$ cat src/rtl/binary_to_bcd_seq_pkg.sv
// binary_to_bcd_seq_pkg: shared definitions for the sequential binary-to-BCD converter.
//   state_e          FSM state encoding (IDLE=0, CALC=1, DONE=2)
//   BcdThresh        digits at or above this value are corrected before a shift
//   BcdCorr          correction added to such a digit
//   BcdMax           largest legal BCD digit, used when saturating on overflow
package binary_to_bcd_seq_pkg;

  typedef enum logic [1:0] {
    StIdle = 2'd0,
    StCalc = 2'd1,
    StDone = 2'd2
  } state_e;

  localparam logic [3:0] BcdThresh = 4'd5;
  localparam logic [3:0] BcdCorr   = 4'd3;
  localparam logic [3:0] BcdMax    = 4'd9;

endpackage

$ cat src/rtl/binary_to_bcd_seq_digit_adj.sv
// bcd_digit_adj: combinational shift-and-add-3 correction for one BCD digit.
//   digit_i  [3:0]  current digit (0..9)
//   digit_o  [3:0]  digit_i + 3 when digit_i >= 5, else digit_i
// A corrected digit of 5..9 becomes 8..12, so its MSB carries into the next
// digit on the following left shift.
module bcd_digit_adj
  import binary_to_bcd_seq_pkg::*;
(
  input  logic [3:0] digit_i,
  output logic [3:0] digit_o
);

  assign digit_o = (digit_i >= BcdThresh) ? (digit_i + BcdCorr) : digit_i;

endmodule

$ cat src/rtl/binary_to_bcd_seq.sv
// binary_to_bcd_seq: sequential double-dabble binary-to-BCD converter, one shift per cycle.
//   clk      clock, rising edge
//   rst      asynchronous active-high reset
//   in_val   input word valid
//   in_rdy   converter idle, accepting (Moore, registered)
//   in_bin   [p_nbits-1:0] unsigned value, sampled only at the input handshake
//   out_val  result valid (Moore, registered)
//   out_rdy  consumer accepts result
//   out_bcd  [4*p_ndigits-1:0] packed BCD, digit k in bits [4k+3:4k]
//   ovf      only with BINARY_TO_BCD_SEQ_OVERFLOW_EN: result did not fit p_ndigits
// Optional feature macro: BINARY_TO_BCD_SEQ_OVERFLOW_EN. When defined, a value that
// does not fit is reported on ovf and out_bcd saturates to all nines; otherwise the
// carry out of the top digit is dropped and out_bcd = in_bin mod 10^p_ndigits.
module binary_to_bcd_seq
  import binary_to_bcd_seq_pkg::*;
#(
  parameter int unsigned p_nbits   = 8,
  parameter int unsigned p_ndigits = 3
) (
  input  logic                     clk,
  input  logic                     rst,
  input  logic                     in_val,
  output logic                     in_rdy,
  input  logic [p_nbits-1:0]       in_bin,
  output logic                     out_val,
  input  logic                     out_rdy,
  output logic [4*p_ndigits-1:0]   out_bcd
`ifdef BINARY_TO_BCD_SEQ_OVERFLOW_EN
  ,
  output logic                     ovf
`endif
);

  localparam int unsigned BcdW = 4 * p_ndigits;
  localparam int unsigned CntW = $clog2(p_nbits + 1);

  state_e              state_q;
  logic [p_nbits-1:0]  sh_q;
  logic [BcdW-1:0]     bcd_q;
  logic [CntW-1:0]     cnt_q;
  logic                in_rdy_q;
  logic                out_val_q;

  logic [BcdW-1:0]     bcd_adj;
  logic [BcdW-1:0]     bcd_step;
  logic [p_nbits-1:0]  sh_step;

  for (genvar g = 0; g < p_ndigits; g++) begin : g_adj
    bcd_digit_adj u_adj (
      .digit_i (bcd_q[4*g +: 4]),
      .digit_o (bcd_adj[4*g +: 4])
    );
  end

  // One double-dabble step: corrected digits and shift register move left as one
  // vector; the top bit of bcd_adj falls off (it is the carry out of the top digit).
  assign bcd_step = {bcd_adj[BcdW-2:0], sh_q[p_nbits-1]};
  assign sh_step  = sh_q << 1;

`ifdef BINARY_TO_BCD_SEQ_OVERFLOW_EN
  logic ovf_q;
  logic carry_out;

  assign carry_out = bcd_adj[BcdW-1];
`endif

  always_ff @(posedge clk or posedge rst) begin
    if (rst) begin
      state_q   <= StIdle;
      sh_q      <= '0;
      bcd_q     <= '0;
      cnt_q     <= '0;
      in_rdy_q  <= 1'b1;
      out_val_q <= 1'b0;
`ifdef BINARY_TO_BCD_SEQ_OVERFLOW_EN
      ovf_q     <= 1'b0;
`endif
    end else begin
      unique case (state_q)
        StIdle: begin
          if (in_val) begin
            sh_q     <= in_bin;
            bcd_q    <= '0;
            cnt_q    <= CntW'(p_nbits);
            in_rdy_q <= 1'b0;
            state_q  <= StCalc;
`ifdef BINARY_TO_BCD_SEQ_OVERFLOW_EN
            ovf_q    <= 1'b0;
`endif
          end
        end
        StCalc: begin
          bcd_q <= bcd_step;
          sh_q  <= sh_step;
          cnt_q <= cnt_q - 1'b1;
`ifdef BINARY_TO_BCD_SEQ_OVERFLOW_EN
          if (carry_out) ovf_q <= 1'b1;
`endif
          // cnt_q == 1 means this edge performs the final shift.
          if (cnt_q == CntW'(1)) begin
            out_val_q <= 1'b1;
            state_q   <= StDone;
          end
        end
        StDone: begin
          if (out_rdy) begin
            out_val_q <= 1'b0;
            in_rdy_q  <= 1'b1;
            state_q   <= StIdle;
          end
        end
        default: begin
          out_val_q <= 1'b0;
          in_rdy_q  <= 1'b1;
          state_q   <= StIdle;
        end
      endcase
    end
  end

  assign in_rdy  = in_rdy_q;
  assign out_val = out_val_q;

`ifdef BINARY_TO_BCD_SEQ_OVERFLOW_EN
  assign ovf     = out_val_q & ovf_q;
  assign out_bcd = (out_val_q && ovf_q) ? {p_ndigits{BcdMax}} : bcd_q;
`else
  assign out_bcd = bcd_q;
`endif

endmodule

$ cat config.mk
export PLATFORM = sky130hd
export DESIGN_NAME = binary_to_bcd_seq
export DESIGN_NICKNAME = d
export VERILOG_FILES = /design/src/rtl/binary_to_bcd_seq_pkg.sv /design/src/rtl/binary_to_bcd_seq_digit_adj.sv /design/src/rtl/binary_to_bcd_seq.sv
export SDC_FILE = /design/constraint.sdc
export NUM_CORES = 1
export LEC_CHECK = 0
export BUFFER_PORTS_ARGS = -buffer_cell sky130_fd_sc_hd__clkbuf_2
export CORE_MARGIN = 2
export CORE_UTILIZATION = 50
export CTS_CLUSTER_DIAMETER = 30
export CTS_CLUSTER_SIZE = 28
export DETAILED_ROUTE_END_ITERATION = 10
export MAX_ROUTING_LAYER = met4
export PLACE_DENSITY = 0.75
export SLEW_MARGIN = 20
export SYNTH_ARGS = -nofsm -noshare
export SYNTH_HDL_FRONTEND = slang
export SYNTH_SLANG_ARGS = --single-unit
$ cat constraint.sdc
create_clock -name clk -period 1.4 [get_ports clk]
set_input_delay 0.21 -clock clk [delete_from_list [all_inputs] [get_ports clk]]
set_output_delay 0.21 -clock clk [all_outputs]
set_load 0.01 [all_outputs]
Yosys cells after proc, flatten, opt, wreduce, memory -nomap -nowiden:

Index checks and enable logic that the tools add are counted.

* ROM bits: 0
* memories: 0
* bits in latches: 0
* output and inout port bits: 14
* RAM bits: 0
* register bits after elaboration: 28

* muxes and demuxes: 19
* eq/ne operators: 6
* div/mod/pow operators: 0
* $lt $le $gt $ge: 3
* shift operators: 0
* $mul: 0
* add/sub/neg operators: 4
* bitwise operators: 2
* reduce and logical (&&, ||, !) cells: 6

Operators with widths (count)
* $pmux 12 s2: 1
* $pmux 8 s2: 1
* $ge 4x3->1 const B: 3
* $mux 12: 1
* $mux 4: 3
* $reduce_and 3->1: 3
* $add 4x2->4 const B: 2
* $mux 8: 1
* $pmux 4 s2: 1
* $mux 2: 3
* $ne 2x2->1 const B: 3
* $pmux 1 s3: 2
* $pmux 2 s3: 1
* $eq 4x1->1 const B: 1
* $mux 1: 4
* $sub 4x1->4 const B: 1
* $add 3x2->3 const B: 1
* $mux 3: 1
* $eq 2x1->1 const B: 1
* $eq 2x2->1 const B: 1
* $logic_not 2->1: 1
* $not 1->1: 2
* $reduce_and 2->1: 1
* $reduce_bool 2->1: 1

Depth between registers and ports, before layout:

Gate-level depths: netlist (run 1).

* word-level depth: 3
* mapped depth: 5

By module:

A second synthesis (run 1) with hierarchy kept.

* cells, all modules: 157
* area, all modules: 1514.0 µm²

Modules (own cells, without submodules)
* binary_to_bcd_seq: cells an instance 109, times used 1, seq. area each 701.9 µm², area an instance 1209.9 µm²
* bcd_digit_adj: cells an instance 16, times used 3, seq. area each 0.0 µm², area an instance 101.3 µm²

Worst setup path after synthesis (run 1):

Ideal clock, no wire load.

* kind: reg-to-reg
* start point: register bcd_q[4] (netlist: out_bcd[4])
* end point: register bcd_q[8] (netlist: out_bcd[8])
* arrival time: 1281 ps
* required time: 1299 ps
* stages on the path, launching flop included: 6
* setup slack: 18 ps
* setup time: 101 ps
* buffers on the path: 0
* cells stage by stage: dfrtp_1 inv_1 ha_1 nor2b_1 o21a_1 o32ai_1

* word-level cells in the longest chain between the ends: 3

RTL lines
* start, declared: RTL line binary_to_bcd_seq.sv:39 `logic [BcdW-1:0] bcd_q;`
* start signal, assigned: RTL line binary_to_bcd_seq.sv:93 `bcd_q <= bcd_step;`
* $add 4x2->4 / $ge 4x3->1 (equally long branches): RTL line binary_to_bcd_seq_digit_adj.sv:13 `assign digit_o = (digit_i >= BcdThresh) ? (digit_i + BcdCorr) : digit_i;`
* $mux 4 (*): RTL line binary_to_bcd_seq_digit_adj.sv:13
* $pmux 12 s2 (*): RTL line binary_to_bcd_seq.sv:79 `unique case (state_q)`

Every way passes the cells marked *; elsewhere a longest branch is shown, timed or not.
A chain may end at the register's enable or synchronous reset.

Worst setup path after layout (run 1):

* start point: register bcd_q[0] (netlist: out_bcd[0])
* end point: register bcd_q[4] (netlist: out_bcd[4])

Same word-level chain as after synthesis.

==> flow_summary.json, run 1 <==
{
  "fin_crit_sh": 0.978,
  "antenna_found_initial": 0,
  "synth-edff-count": 0,
  "syn_area_um2": 1550,
  "row_count": 20,
  "gp_congestion": 0.821,
  "async_flop_share": 1.00,
  "setup_viol": 0,
  "crit_arrival_ps": 1610,
  "grtUsageMet3": 0.0284,
  "yosysTopAreaCell": "dfrtp_1",
  "ys_warn_count": 0,
  "final.setup_skew_ps": 1.52,
  "irDropWorstVdd_mv": 0.964,
  "slowest_delay_ps": 380,
  "wl_um": 3490,
  "drt_pass1_iterations": 4,
  "use_met2": 0.385,
  "synth_cell_type_count": 31,
  "cts_tree": "done",
  "layout_min_cycle_time_ps": 1370,
  "power_density_nw_per_um2": 2230,
  "p_leak_nw": 0.872,
  "hold_slack_ps": 128,
  "critPathSlowestCell": "dfrtp_1",
  "cp-end-kind": "flop",
  "syn_nets": 177,
  "worst-r2r-setup-slack_ps": 30,
  "seq_area_frac_synth": 0.454,
  "clockBufferDepth": 2,
  "hold_viol": 0,
  "path_cells": "inv_1 > ha_2 > nor2b_4 > o21a_2 > o32ai_2",
  "critPathTopFamily": "compound AO/OA/AOI/OAI gates",
  "path_clk_slew_ps": 150,
  "grt_overflow_total": 0,
  "core-area_um2": 3000,
  "dieArea_um2": 3550,
  "final_antenna_net_count": 0,
  "synth.ff_latch_count": 28,
  "cap_violations": 0,
  "clockRootBuffer": "clkbuf_4",
  "fillCellCount": 266,
  "area_growth_pct": 20.9,
  "global_route.peak_usage_layer": "met2",
  "antenna_cells": 0,
  "crit_path_start_kind": "flop",
  "numCtsBuffers": 3,
  "relSlewSlack": 0.705,
  "grt_use_total": 0.227,
  "postSynthCellCount": 157,
  "grt_pass1_vias": 1355,
  "crit_type": "reg2reg",
  "vias": 1324,
  "mostFrequentLayoutCells": "dfrtp_1 (26), clkbuf_2 (25), o21ai_0 (15)",
  "portBuffers": 25,
  "grt_pass1_wl_um": 6000,
  "die_h_um": 59.6,
  "ys_top_cells_by_area": "dfrtp_1 (44%), ha_1 (6.5%), o21ai_0 (4.9%), inv_1 (3.9%), a22oi_1 (3.4%)",
  "drive_gt1_frac": 0.309,
  "cp.required_ps": 1650,
  "postSynthAreaPerCell_um2": 9.84,
  "die_x_um": 59.6,
  "cts_htree_levels": 1,
  "drc": 0,
  "drt-initial-drc-count": 93,
  "avgRoutedWirePerCell_um": 15.6,
  "netlist.area_leader.share": 0.437,
  "hpwl_um": 2460,
  "num-nets-final": 212,
  "postLayoutCoreUtil": 0.622,
  "use_met1": 0.286,
  "insertion_delay_ps": 330,
  "synthFlopType": "dfrtp_1",
  "worst_pin_slew_ps": 441,
  "slew_viol_final": 0,
  "avgViaCountPerCell": 5.91,
  "cts.sinks": 28,
  "outcome": "completed",
  "hold_path_class": "in2reg",
  "path_max_fanout": 3,
  "final_common_cell": "dfrtp_1",
  "start_util": 0.515,
  "fmax_mhz": 730,
  "critPathBufInv": 1,
  "rsz0062_at_grt": "true",
  "ios": 26,
  "grt_max_degree": 25
}
## timing repair
item	CTS	global route
endpoints found under the hold margin	8	0
pin swaps	0	1
setup buffers	1	0
gates resized for setup	2	17
hold buffers	1	0
endpoints found under the setup margin	5	11
## stage by stage
step | power, mW | setup slack [ps] | TNS [ps] | cells | instance area (um2)
2_1_floorplan | 2.90 | 18.4 | 0 | 157 | 1550
3_3_place_gp | 3.39 | 73.1 | 0 | 218 | 1750
3_5_place_dp | 3.52 | -0.571 | -0.571 | 218 | 1750
4_1_cts | 3.96 | 2.12 | 0 | 224 | 1810
5_1_grt | 4.52 | -35.3 | -75.5 | 224 | 1870
6_report | 4.16 | 30.5 | 0 | 224 | 1870
## flip-flops by register name, summed over array words and instances (netlist names)
signal / count
state_q: 2
sh_q: 8
cnt_q: 4
out_val: 1
in_rdy: 1
out_bcd: 12
## routing by layer
layer  wire length [um]  up-vias
li1                   -      634
met1               1540      658
met2               1810       30
met3                118        2
met4                 21        0
met5                  0        -
## cells in the mapped netlist, types with 6 or more instances
cell,instances
ha_1,8
o21ai_0,15
nand2_1,11
a21oi_1,10
a22oi_1,7
inv_1,16
nand2b_1,6
dfrtp_1,27
o2111ai_1,6
nor2b_1,8
## power breakdown
group	switching [mW]	internal, mW
clock	0.246	0.159
combinational	1.24	1.05
sequential	0.300	1.16
## cell type report
| cell class | instances | area (um2) | share of cell area |
|---|---|---|---|
| clock buffers | 4 | 36.3 | 0.0194 |
| inverters | 16 | 60.1 | 0.0322 |
| multi-input cells | 107 | 805 | 0.431 |
| flip-flops and latches | 28 | 703 | 0.376 |
| well taps | 33 | 41.3 | 0.0221 |
| repair buffers | 36 | 223 | 0.119 |
## final timing paths
kind	cells past startpoint	end	startpoint
setup reg to reg	5	out_bcd[4]	out_bcd[0]
setup / recovery	5	out_bcd[4]	out_bcd[0]
hold / removal	2	sh_q[0]	in_bin[0]
min in group asynchronous	3	out_bcd[9]	rst
max in group asynchronous	4	state_q[1]	rst
hold reg to reg	1	sh_q[0]	sh_q[0]
## cell families (layout without fill, tap and decap cells)
| logic type | after synthesis | in the layout | synth area share |
|---|---|---|---|
| and+or+nand+nor | 35 | 35 | 0.122 |
| AOI/OAI and AO/OA | 60 | 60 | 0.267 |
| DFF | 28 | 28 | 0.454 |
| xor gates and xnor gates | 2 | 2 | 0.0113 |
| adders and majority gates | 8 | 8 | 0.0648 |
| buffers and inverters | 22 | 56 | 0.0672 |
| muxes | 2 | 2 | 0.0130 |
No activity file was read; power rests on OpenSTA's default activity.
==> inputs of run 2 (changes only) <==
--- a/config.mk
+++ b/config.mk
@@ -7,13 +7,15 @@
 export LEC_CHECK = 0
 export BUFFER_PORTS_ARGS = -buffer_cell sky130_fd_sc_hd__clkbuf_2
 export CORE_MARGIN = 2
-export CORE_UTILIZATION = 50
+export CORE_UTILIZATION = 49
+export CTS_BUF_LIST = sky130_fd_sc_hd__clkbuf_4 sky130_fd_sc_hd__clkbuf_8 sky130_fd_sc_hd__clkbuf_16
 export CTS_CLUSTER_DIAMETER = 30
 export CTS_CLUSTER_SIZE = 28
 export DETAILED_ROUTE_END_ITERATION = 10
 export MAX_ROUTING_LAYER = met4
-export PLACE_DENSITY = 0.75
+export PLACE_DENSITY = 0.74
 export SLEW_MARGIN = 20
 export SYNTH_ARGS = -nofsm -noshare
 export SYNTH_HDL_FRONTEND = slang
+export SYNTH_HIERARCHICAL = 1
 export SYNTH_SLANG_ARGS = --single-unit
==> run 2 against run 1 <==
Effect of this change: via count decreased by 6.0%; highest routed layer unchanged; core utilization increased by 1.5 points; synthesized area decreased by 3.3%.
==> flow_summary.json, run 2 <==
{
  "area_growth_pct": 27.1,
  "wl_um": 3220,
  "seqPwrFrac": 0.342,
  "setup_viol": 0,
  "dieArea_um2": 3510,
  "fmax_mhz": 721,
  "fillCellCount": 244,
  "grt_max_degree": 29,
  "cp.required_ps": 1680,
  "final.setup_skew_ps": 10.2,
  "mostFrequentLayoutCells": "dfrtp_1 (26), clkbuf_2 (24), nand2_1 (23)",
  "clockBufferDepth": 2,
  "final_antenna_net_count": 0,
  "cts_tree": "done",
  "fin_ws_ps": 12.9,
  "cts.sinks": 28,
  "largest_register_ffs": 12,
  "relSlewSlack": 0.763,
  "p_switching_mw": 1.81,
  "multi_input_area_um2": 810,
  "fin_crit_sh": 0.991,
  "clockRootBuffer": "clkbuf_4",
  "antenna_cells": 0,
  "drt-initial-drc-count": 27,
  "grt_use_total": 0.200,
  "cts_htree_levels": 1,
  "start_util": 0.502,
  "avgRoutedWirePerCell_um": 14.4,
  "portBuffers": 25,
  "worst_pin_slew_ps": 356,
  "syn_nets": 173,
  "grt_overflow_total": 0,
  "vias": 1244,
  "irDropWorstVdd_mv": 1.09,
  "layout.cells.non_filler": 224,
  "drive_gt1_frac": 0.335,
  "layout_min_cycle_time_ps": 1390,
  "dp.cells": 215,
  "syn_area_um2": 1490,
  "cap_violations": 0,
  "postSynthAreaPerCell_um2": 9.76,
  "postSynthCellCount": 153,
  "crit_arrival_ps": 1670,
  "path_max_fanout": 3,
  "combPwrFrac": 0.568,
  "crit_type": "reg2reg",
  "drt_pass1_iterations": 4,
  "crit_path_start_kind": "flop",
  "p_clk_frac": 0.090,
  "insertion_delay_ps": 330,
  "drc": 0,
  "seq_area_um2": 703,
  "ios": 26,
  "die_x_um": 59.2,
  "p_sw_frac": 0.406,
  "hold_slack_ps": 172,
  "row_count": 20,
  "path_clk_slew_ps": 160,
  "grt_pass1_vias": 1205,
  "outcome": "completed",
  "die_h_um": 59.2,
  "avgViaCountPerCell": 5.55,
  "final_common_cell": "dfrtp_1",
  "p_int_mw": 2.65,
  "ys_warn_count": 6,
  "numCtsBuffers": 3,
  "rsz0062_at_grt": "true",
  "hold_path_class": "in2reg",
  "hold_viol": 0,
  "cp-end-kind": "flop",
  "dp_slack_ps": -68.2,
  "p_leak_nw": 0.968,
  "grt_pass1_wl_um": 5240,
  "num-nets-final": 212,
  "hpwl_um": 2150,
  "power_density_nw_per_um2": 2350,
  "gp_congestion": 0.732,
  "core-area_um2": 2980,
  "antenna_found_initial": 0,
  "slew_viol_final": 0
}
[run 2: final timing paths]
path                                  from    endpoint  slack [ps]  cells past startpoint
worst max-delay path            out_bcd[5]  out_bcd[6]          10                      6
worst min-delay path             in_bin[7]     sh_q[7]         170                      3
worst max register to register  out_bcd[5]  out_bcd[6]          10                      6
worst min register to register     sh_q[3]     sh_q[3]         500                      2
max in group asynchronous              rst      in_rdy         640                      4
min in group asynchronous              rst  out_bcd[7]         460                      4
[run 2: timing repair]
item	4_1_cts	5_1_grt
buffers inserted	1	3
hold endpoints to repair	27	0
endpoints found under the setup margin	3	6
resized for setup	5	19
pin swaps	3	6
hold buffers	1	0
[run 2: power groups by stage]
stage | Combinational [mW] | Sequential, mW | Clock, mW
after global routing | 2.79 | 1.58 | 0.452
after CTS | 2.23 | 1.49 | 0.414
after global placement | 2.01 | 1.47 | 0
after floorplan | 1.39 | 1.54 | 0
final | 2.54 | 1.53 | 0.403
after detailed placement | 2.12 | 1.50 | 0
[run 2: layer usage]
metal | track usage | vias to the layer above | part of all wire
met4 | 0.0779 | 0 | 0.013
met3 | 0.0349 | 4 | 0.032
li1 | - | 608 | -
met2 | 0.327 | 22 | 0.52
met1 | 0.246 | 610 | 0.43
met5 | - | - | 0
[run 2: cell type report]
| type | instances | area share |
|---|---|---|
| clock buffer | 4 | 0.0191 |
| tap | 33 | 0.0218 |
| sequential | 28 | 0.370 |
| inverter | 11 | 0.0218 |
| timing repair buffer | 41 | 0.140 |
| multi-input combinational | 107 | 0.426 |
[run 2: per-stage QoR]
stage | power [mW] | util | TNS [ps] | instance area (um2)
finish | 4.47 | 0.637 | 0 | 1900
CTS | 4.14 | 0.604 | 0 | 1800
global route | 4.82 | 0.637 | -73.9 | 1900
floorplan | 2.93 | - | 0 | 1490
global placement | 3.48 | 0.576 | 0 | 1720
detailed placement | 3.62 | 0.576 | -79.3 | 1720
[run 2: critical path, cell delays in order, from the launching register on]
cell and delay (ps):
dfrtp_1 400, inv_2 70, ha_2 170, nand2b_4 150, a21oi_4 180, mux2i_1 230, a22o_1 150
==> inputs of run 3 (changes only) <==
--- a/config.mk
+++ b/config.mk
@@ -7,15 +7,15 @@
 export LEC_CHECK = 0
 export BUFFER_PORTS_ARGS = -buffer_cell sky130_fd_sc_hd__clkbuf_2
 export CORE_MARGIN = 2
-export CORE_UTILIZATION = 49
+export CORE_UTILIZATION = 50
 export CTS_BUF_LIST = sky130_fd_sc_hd__clkbuf_4 sky130_fd_sc_hd__clkbuf_8 sky130_fd_sc_hd__clkbuf_16
 export CTS_CLUSTER_DIAMETER = 30
 export CTS_CLUSTER_SIZE = 28
 export DETAILED_ROUTE_END_ITERATION = 10
 export MAX_ROUTING_LAYER = met4
-export PLACE_DENSITY = 0.74
+export PLACE_DENSITY = 0.75
+export SETUP_SLACK_MARGIN = 0.3
 export SLEW_MARGIN = 20
 export SYNTH_ARGS = -nofsm -noshare
 export SYNTH_HDL_FRONTEND = slang
-export SYNTH_HIERARCHICAL = 1
 export SYNTH_SLANG_ARGS = --single-unit
==> run 3 against run 2 <==
Effect of this change: routed wire length grew 51%; register-to-register slack gained 50 ps; clock-buffer cell count is the same; critical path depth shrank 1; maximum frequency grew 3.6%; core utilization grew 17 points; clock skew shrank 4.2 ps; largest cell class unchanged; final area grew 28%; highest routed layer unchanged; critical path type unchanged; final cell count grew 13%; first-iteration DRC count grew 70%; non-clock buffer count grew 21; total power grew 29%.
==> flow_summary.json, run 3 (same netlist as run 1, synthesis figures left out) <==
{
  "outcome": "completed",
  "combPwrFrac": 0.651,
  "drc": 0,
  "hold_path_class": "in2reg",
  "seqPwrFrac": 0.278,
  "final_antenna_net_count": 0,
  "vias": 1553,
  "num-nets-final": 241,
  "antenna_found_initial": 0,
  "irDropWorstVdd_mv": 1.33,
  "path_max_fanout": 3,
  "avgRoutedWirePerCell_um": 19.2,
  "worst_pin_slew_ps": 314,
  "p_switching_mw": 2.43,
  "die_x_um": 59.6,
  "p_sw_frac": 0.423,
  "area_growth_pct": 57.8,
  "cts_htree_levels": 1,
  "p_clk_frac": 0.071,
  "grt_overflow_total": 0,
  "clockBufferDepth": 2,
  "setup_viol": 0,
  "ios": 26,
  "portBuffers": 25,
  "final.setup_skew_ps": 5.96,
  "fin_setup_tns_ps": 0,
  "grt_pass1_wl_um": 6610,
  "crit_type": "reg2reg",
  "die_h_um": 59.6,
  "critPathBufInv": 1,
  "cp-end-kind": "flop",
  "relSlewSlack": 0.791,
  "mostFrequentLayoutCells": "dfrtp_1 (20), clkbuf_2 (20), buf_4 (20)",
  "cap_violations": 0,
  "slew_viol_final": 0,
  "hold_viol": 0,
  "largest_register_ffs": 12,
  "path_clk_slew_ps": 150,
  "gp_congestion": 0.765,
  "postLayoutCoreUtil": 0.812,
  "start_util": 0.515,
  "critPathSlowestCell": "dfrtp_1",
  "wl_um": 4850,
  "insertion_delay_ps": 350,
  "cp.required_ps": 1630,
  "crit_path_start_kind": "flop",
  "p_leak_nw": 1.09,
  "numCtsBuffers": 3,
  "grt_use_total": 0.262,
  "critPathTopFamily": "flip-flops",
  "row_count": 20,
  "antenna_cells": 0,
  "crit_arrival_ps": 1570,
  "fin_crit_sh": 0.956,
  "slowest_delay_ps": 430,
  "drt_pass1_iterations": 4,
  "cts_tree": "done",
  "p_int_mw": 3.32,
  "layout.cells.non_filler": 253,
  "grt_max_degree": 24,
  "hpwl_um": 2490,
  "hold_slack_ps": 111,
  "path_cells": "inv_2 > ha_4 > nor2b_4 > o21a_1 > o221ai_2",
  "core-area_um2": 3000,
  "grt_pass1_vias": 1426,
  "dp.cells": 214,
  "fillCellCount": 173,
  "rsz0062_at_grt": "true",
  "dieArea_um2": 3550,
  "power_density_nw_per_um2": 2360,
  "fmax_mhz": 747,
  "drive_gt1_frac": 0.573,
  "layout_min_cycle_time_ps": 1340,
  "drt-initial-drc-count": 46,
  "clockRootBuffer": "clkbuf_4",
  "cts.sinks": 28,
  "avgViaCountPerCell": 6.14
}
==> run 3: worst paths after layout <==
check | cells past startpoint | start | slack, ps | to
worst max-delay path | 5 | out_bcd[5] | 60 | out_bcd[5]
worst min-delay path | 2 | in_bin[0] | 110 | sh_q[0]
worst max register to register | 5 | out_bcd[5] | 60 | out_bcd[5]
worst min register to register | 1 | sh_q[0] | 540 | sh_q[0]
max in group asynchronous | 4 | rst | 590 | in_rdy
min in group asynchronous | 3 | rst | 320 | out_bcd[5]
==> run 3: routing by layer <==
metal	track usage	vias up	wire length (um)
met5	-	-	0
met4	0.105	0	129
met3	0.0437	13	194
met2	0.432	58	2570
met1	0.321	785	1960
li1	-	697	-
==> run 3: timing repair <==
action	4_1_cts	5_1_grt
setup buffers	22	7
endpoints found under the setup margin	36	42
pin swaps	12	29
resized for setup	33	57
cloned	4	1
hold buffers	1	0
endpoints found under the hold margin	5	0
==> run 3: worst register-to-register path, stage by stage (launching register included) <==
cell and delay (ps):
dfrtp_1 430, inv_2 120, ha_4 150, nor2b_4 170, o21a_1 240, o221ai_2 120
==> run 3: stage by stage <==
stage	power, mW	worst slack, ps	cell area (um2)
final	5.75	61.3	2440
after global routing	6.09	18.0	2440
after CTS	4.88	105	2180
after detailed placement	3.72	81.9	1800
after global placement	3.59	133	1800
after floorplan	3.14	143	1630
==> run 3: area by class of cell <==
type / count / area (um2) / area share
clock buffers: 4 / 36.3 / 0.0149
well taps: 33 / 41.3 / 0.0169
repair buffers: 62 / 526 / 0.215
inverters: 16 / 62.6 / 0.0257
flip-flops and latches: 28 / 711 / 0.291
multi-input cells: 110 / 1060 / 0.436
==> run 3: power by group through the flow <==
stage | clock, mW | combinational (mW) | sequential, mW
final | 0.411 | 3.74 | 1.60
after CTS | 0.399 | 2.95 | 1.53
after floorplan | 0 | 1.60 | 1.54
after global placement | 0 | 2.08 | 1.51
after detailed placement | 0 | 2.18 | 1.54
after global routing | 0.436 | 4.02 | 1.63
